File: config.mk
export PLATFORM = sky130hd
export DESIGN_NAME = nios_system_pio_in
export DESIGN_NICKNAME = d
export VERILOG_FILES = /design/src/rtl/nios_pio_pkg.sv /design/src/rtl/pio_in_debounce.sv /design/src/rtl/nios_system_pio_in.sv
export SDC_FILE = /design/constraint.sdc
export NUM_CORES = 1
export LEC_CHECK = 0
export ABC_AREA = 1
export CORE_ASPECT_RATIO = 2
export CORE_UTILIZATION = 30
export DETAILED_ROUTE_END_ITERATION = 8
export GPL_ROUTABILITY_DRIVEN = 0
export PLACE_DENSITY = 0.5
export SYNTH_ARGS = -nofsm -noshare
export SYNTH_HDL_FRONTEND = slang
export SYNTH_SLANG_ARGS = --single-unit
File: constraint.sdc
create_clock -name clk -period 2.6 [get_ports clk]
set_input_delay 0.52 -clock clk [delete_from_list [all_inputs] [get_ports clk]]
set_output_delay 0.52 -clock clk [all_outputs]
set_load 0.02 [all_outputs]
File: src/rtl/nios_pio_pkg.sv
// Shared constants and types for the Nios PIO slaves.
package nios_pio_pkg;
  localparam int PIO_WIDTH_DEF = 20;

  localparam logic [1:0] PIO_ADDR_DATA    = 2'd0;
  localparam logic [1:0] PIO_ADDR_IRQMASK = 2'd2;
  localparam logic [1:0] PIO_ADDR_EDGECAP = 2'd3;

  typedef struct packed {
    logic [1:0]  address;
    logic        wr;
    logic [31:0] wdata;
  } pio_req_t;
endpackage

File: src/rtl/pio_in_debounce.sv
// Stability filter: accepts a new synchronized bus value only after it has
// been steady for DEBOUNCE_CYCLES cycles. One counter is shared by all bits.
module pio_in_debounce #(
  parameter int WIDTH           = 20,
  parameter int DEBOUNCE_CYCLES = 16
) (
  input  logic             clk,
  input  logic             reset_n,
  input  logic [WIDTH-1:0] sync2,
  output logic [WIDTH-1:0] data_in
);
  localparam int CW = $clog2(DEBOUNCE_CYCLES) + 1;
  localparam logic [CW-1:0] CNT_LAST = CW'(DEBOUNCE_CYCLES - 1);

  logic [WIDTH-1:0] sync_last;
  logic [CW-1:0]    cnt;

  always_ff @(posedge clk or negedge reset_n) begin
    if (!reset_n) begin
      sync_last <= '0;
      data_in   <= '0;
      cnt       <= '0;
    end else begin
      sync_last <= sync2;
      if (sync2 != sync_last) begin
        cnt <= '0;
      end else if (sync2 != data_in) begin
        if (cnt == CNT_LAST) begin
          data_in <= sync2;
          cnt     <= '0;
        end else if (cnt != '1) begin
          cnt <= cnt + 1'b1;
        end
      end else begin
        cnt <= '0;
      end
    end
  end
endmodule

File: src/rtl/nios_system_pio_in.sv
// Avalon-MM input PIO: synchronizer, rising-edge capture, maskable level irq.
// Optional debounce filter is compiled in with `define PIO_IN_DEBOUNCE_EN.
module nios_system_pio_in
  import nios_pio_pkg::*;
#(
  parameter int WIDTH           = PIO_WIDTH_DEF,
  parameter int DEBOUNCE_CYCLES = 16
) (
  input  logic             clk,
  input  logic             reset_n,
  input  logic [1:0]       address,
  input  logic             chipselect,
  input  logic             write_n,
  input  logic [31:0]      writedata,
  input  logic [WIDTH-1:0] in_port,
  output logic [31:0]      readdata,
  output logic             irq
);
  pio_req_t         req;
  logic [WIDTH-1:0] sync1, sync2, data_in, data_prev;
  logic [WIDTH-1:0] irqmask, edgecap, rise, clr;
  logic             wdata_unused;

  assign req          = '{address: address, wr: chipselect & ~write_n, wdata: writedata};
  assign wdata_unused = ^req.wdata;

  always_ff @(posedge clk or negedge reset_n) begin
    if (!reset_n) begin
      sync1 <= '0;
      sync2 <= '0;
    end else begin
      sync1 <= in_port;
      sync2 <= sync1;
    end
  end

`ifdef PIO_IN_DEBOUNCE_EN
  pio_in_debounce #(
    .WIDTH           (WIDTH),
    .DEBOUNCE_CYCLES (DEBOUNCE_CYCLES)
  ) u_debounce (
    .clk     (clk),
    .reset_n (reset_n),
    .sync2   (sync2),
    .data_in (data_in)
  );
`else
  localparam int DEBOUNCE_UNUSED = DEBOUNCE_CYCLES;
  assign data_in = sync2;
`endif

  assign rise = data_in & ~data_prev;
  assign clr  = (req.wr && req.address == PIO_ADDR_EDGECAP) ? req.wdata[WIDTH-1:0] : '0;

  // Set has priority over write-1-to-clear so a coincident edge is never lost.
  always_ff @(posedge clk or negedge reset_n) begin
    if (!reset_n) begin
      data_prev <= '0;
      irqmask   <= '0;
      edgecap   <= '0;
    end else begin
      data_prev <= data_in;
      edgecap   <= (edgecap & ~clr) | rise;
      if (req.wr && req.address == PIO_ADDR_IRQMASK) irqmask <= req.wdata[WIDTH-1:0];
    end
  end

  assign irq = |(edgecap & irqmask);

  always_comb begin
    readdata = '0;
    case (address)
      PIO_ADDR_DATA:    readdata[WIDTH-1:0] = data_in;
      PIO_ADDR_IRQMASK: readdata[WIDTH-1:0] = irqmask;
      PIO_ADDR_EDGECAP: readdata[WIDTH-1:0] = edgecap;
      default:          readdata = '0;
    endcase
  end
endmodule

# After elaboration in Yosys (flattened, before gate mapping)
# Cells that the tools add are included.
[word_totals]
ff_bits = 100
inputBits = 58
output_inout_bits = 33
elab_cells = 21
[classes]
eq_ne = 2
n_mux = 2
bitwise_logic = 8
n_reduce_logical = 4
[op_table]
columns = ["cell", "count"]
rows = [
  ["$and 20x20->20", 3],
  ["$pmux 20 s3", 1],
  ["$not 20->20", 2],
  ["$mux 20", 1],
  ["$or 20x20->20", 1],
  ["$reduce_or 20->1", 1],
  ["$eq 2x2->1 const B", 2],
  ["$logic_and 1x1->1", 2],
  ["$logic_not 2->1", 1],
  ["$and 1x1->1", 1],
  ["$not 1->1", 1],
]

# Logic depth before layout (Yosys ltp)
[logic_depth]
depth_word = 7
depth_mapped = 6
mapped_depth_nobuf = 6

# Worst setup path before layout
# Ideal clock, no wire load.
[synth_timing]
kind = "input to output"
start = "in address[1]"
end = "out readdata[0]"
arrival_ns = 1.048
required_time_ns = 2.080
setup_slack_ns = 1.032
stages = 5
n_path_buf = 1
cell_sequence = "inv_1 > nor2_2 > buf_2 > nand2_1 > nand3_1"
[synth_via]
elab_chain_cells = 2
word_cells_on_any_way = 4
cone_classes = "2 x eq/ne; 1 x mux; 1 x reduce/logical"
[synth_lines]
columns = ["item", "line", "text"]
rows = [
  ["start, declared", "nios_system_pio_in.sv:11", "input logic [1:0] address,"],
  ["$eq 2x2->1 or $logic_not 2->1 (tied branches)", "nios_system_pio_in.sv:72", "case (address)"],
  ["$pmux 20 s3 (*)", "nios_system_pio_in.sv:72", ""],
  ["end, declared", "nios_system_pio_in.sv:16", "output logic [31:0] readdata,"],
]
# Mark *: on every way between the ends. The rest lies on a longest branch, timed or not.

# Worst setup path in the final report
[layout_timing]
start = "in address[1]"
end = "out readdata[12]"
# The elaborated chain is that of the path after synthesis.

==> flow_metrics.tcl <==
set metrics [dict create \
    areaGrowthSynthToFinish_pct 29.9 \
    hold_violations 0 \
    cp-endpoint "readdata[12]" \
    pre_cts_ws_ps -193 \
    path_clk_slew_ps 70 \
    cp.buffers_inverters 4 \
    rsz0062_at_grt "no" \
    overflow 0 \
    core_area_sq_mm 0.0121 \
    synthTopCellsByCount "109 x nand2_1, 100 x dfrtp_1, 42 x inv_1, 42 x o21ai_1, 20 x nand3_1" \
    startpoint "address[1]" \
    dp_cells 577 \
    post-route-period-util 0.954 \
    synth_top_cell_area_share 0.678 \
    grt_pass1_vias 2525 \
    slowest_stage "clkdlybuf4s50_1" \
    synth.avg_cell_area_sq_um 10.1 \
    dieArea_sq_mm 0.0128 \
    synth_cell_type_count 14 \
    grt_max_degree 53 \
    final_util 0.398 \
    timing.rr.end "edgecap[18]$_DFF_PN0_" \
    drv_cap 0 \
    dieWidth_um 80.4 \
    place_hpwl_um 5740 \
    vias 2575 \
    drtIter0Drc 180 \
    yosys_register_bits 100 \
    path_max_fanout 9 \
    finalPower_uw 3390 \
    die_h_um 159 \
    drcViolationCount 0 \
    via_per_inst 4.35 \
    clockBufferDepth 2 \
    drive_gt1_frac 0.0629 \
    tightestPinTransition_ps 694 \
    required_ps 2080 \
    hold_path.class "in -> async" \
    grt_pass1_wl_um 13200 \
    reg2reg_from "edgecap[18]$_DFF_PN0_" \
    clock_latency_ps 330 \
    port_buffers 66 \
    ir_drop_uv 322 \
    regToRegSetupSlack_ps 1900 \
    endpoint_kind "primary output" \
    start_util 0.306 \
    max_clock_freq_ghz 0.403 \
    wirelength_um 8160 \
    cp_cell_sequence "clkdlybuf4s50_1, inv_1, nor2_2, buf_4, nand2_1, nand3_1, dlygate4sd2_1" \
    ys_top_cells_by_area "dfrtp_1 68%, nand2_1 11%, o21ai_1 5.7%" \
    synth-edff-count 0 \
    netlist_area_sq_mm 0.00369 \
    critPathMaxStageDelay_ps 520 \
    status "completed" \
    cts.htree.levels 3 \
    cts_setup_buffers 0 \
    diodes 0 \
    synth_top_area_cell "dfrtp_1" \
    clock_sinks 100 \
    cts_tree "done" \
    p_per_area_mw_per_mm2 707 \
    drt-wirelength-per-cell_um 13.8 \
    row_count 57 \
    path_class "in -> out" \
    slew_headroom 0.538 \
    finalSetupViolations 0 \
    slew_viol_final 0 \
    seq_area_frac_synth 0.678 \
    ys.flop_type "dfrtp_1" \
    r2r_cells 2 \
    clockRootBuffer "clkbuf_16" \
    first_pass_iters 4 \
    cp-start-kind "input pin" \
    skew_ps 4.02 \
    synthCells 367 \
    nets 499 \
    holdWs_ps 217 \
    instances_no_fill 592 \
    async_reset_ff_frac 1.00 \
    arrival_ps 1960 \
    cts_buffers 9 \
    p_leak_uw 0.00229 \
    grtUsageTotal 0.141 \
    fin_ws_ps 119 \
    io-pin-count 91 \
    critPathTopFamily "buffers and inverters" \
    fill_cells 1194 \
    drtAntennaViolNets 0 \
    path_depth 7 \
    ys.warnings.count 0 \
    synth.most_common_cell "nand2_1" \
    antenna_found_initial 0 \
    post-route-min-period_ps 2480 \
]
final cells by class:
type | instances | area [sq um] | share of cell area
inverter | 43 | 161 | 0.0337
timing repair buffer | 76 | 783 | 0.163
clock buffer | 10 | 229 | 0.0478
tap | 147 | 184 | 0.0384
clock inverter | 5 | 28.8 | 0.00600
sequential | 100 | 2500 | 0.522
multi-input combinational | 211 | 905 | 0.189
layer usage:
metal | track usage | part of all wire | vias up
li1 | - | - | 1266
met1 | 0.165 | 0.40 | 1228
met2 | 0.245 | 0.54 | 72
met3 | 0.0305 | 0.039 | 9
met4 | 0.0511 | 0.017 | 0
met5 | 0 | 0 | -
cell families after synthesis:
kind of cell	count (synthesis)	share of synthesized area
AOI/OAI and AO/OA	60	0.0814
buffers and inverters	67	0.0885
DFF	100	0.678
other	1	0.00102
and+or+nand+nor	139	0.151
what timing repair did:
| action | in CTS | in global routing |
|---|---|---|
| hold buffers | 0 | 0 |
| endpoints found under the setup margin | 20 | 0 |
| gates resized for setup | 20 | 0 |
stage by stage:
| step | instance area, sq um | TNS [ps] |
|---|---|---|
| floorplan | 3730 | 0 |
| global placement | 4560 | -2460 |
| detailed placement | 4560 | -2630 |
| CTS | 4790 | 0 |
| global route | 4790 | 0 |
| finish | 4790 | 0 |
worst min-delay path by stage:
stage	from	endpoint	slack [ps]	cells after the start
global route	reset_n	data_in[12]$_DFF_PN0_	270	1
finish	reset_n	edgecap[12]$_DFF_PN0_	220	1
CTS	reset_n	edgecap[12]$_DFF_PN0_	240	1
floorplan	reset_n	data_in[0]$_DFF_PN0_	220	0
global placement	sync1[6]$_DFF_PN0_	data_in[6]$_DFF_PN0_	330	0
detailed placement	sync1[13]$_DFF_PN0_	data_in[13]$_DFF_PN0_	340	0
worst register-to-register path, stage by stage, from the launching register on:
cell and delay (ps):
dfrtp_1 390, o21ai_1 80, o21ai_0 100
state kept, by name, indices dropped and copies added, names as in the netlist:
register   cells
data_prev     20
edgecap       20
data_in       20
sync1         20
irqmask       20
cells in the final DEF, fill, tap and decap left out:
master and count:
inv_2 1, nand3_1 20, nand4_1 3, dfrtp_1 100
clkdlybuf4s50_1 45, dlygate4sd2_1 20, clkinv_2 4, o21ai_1 42
buf_12 6, inv_6 1, conb_1 12, o21ai_0 18
clkbuf_1 1, nor2_1 5, buf_4 5, inv_1 42
clkbuf_16 9, nor2_2 2, nand2_1 109
power by group:
part	leakage, uW	switching (uW)	internal, uW
sequential	0.00114	79.6	1680
combinational	0.00103	257	195
clock	0.000132	538	640
total	0.00229	874	2520
No activity file was read; power rests on OpenSTA's default activity.
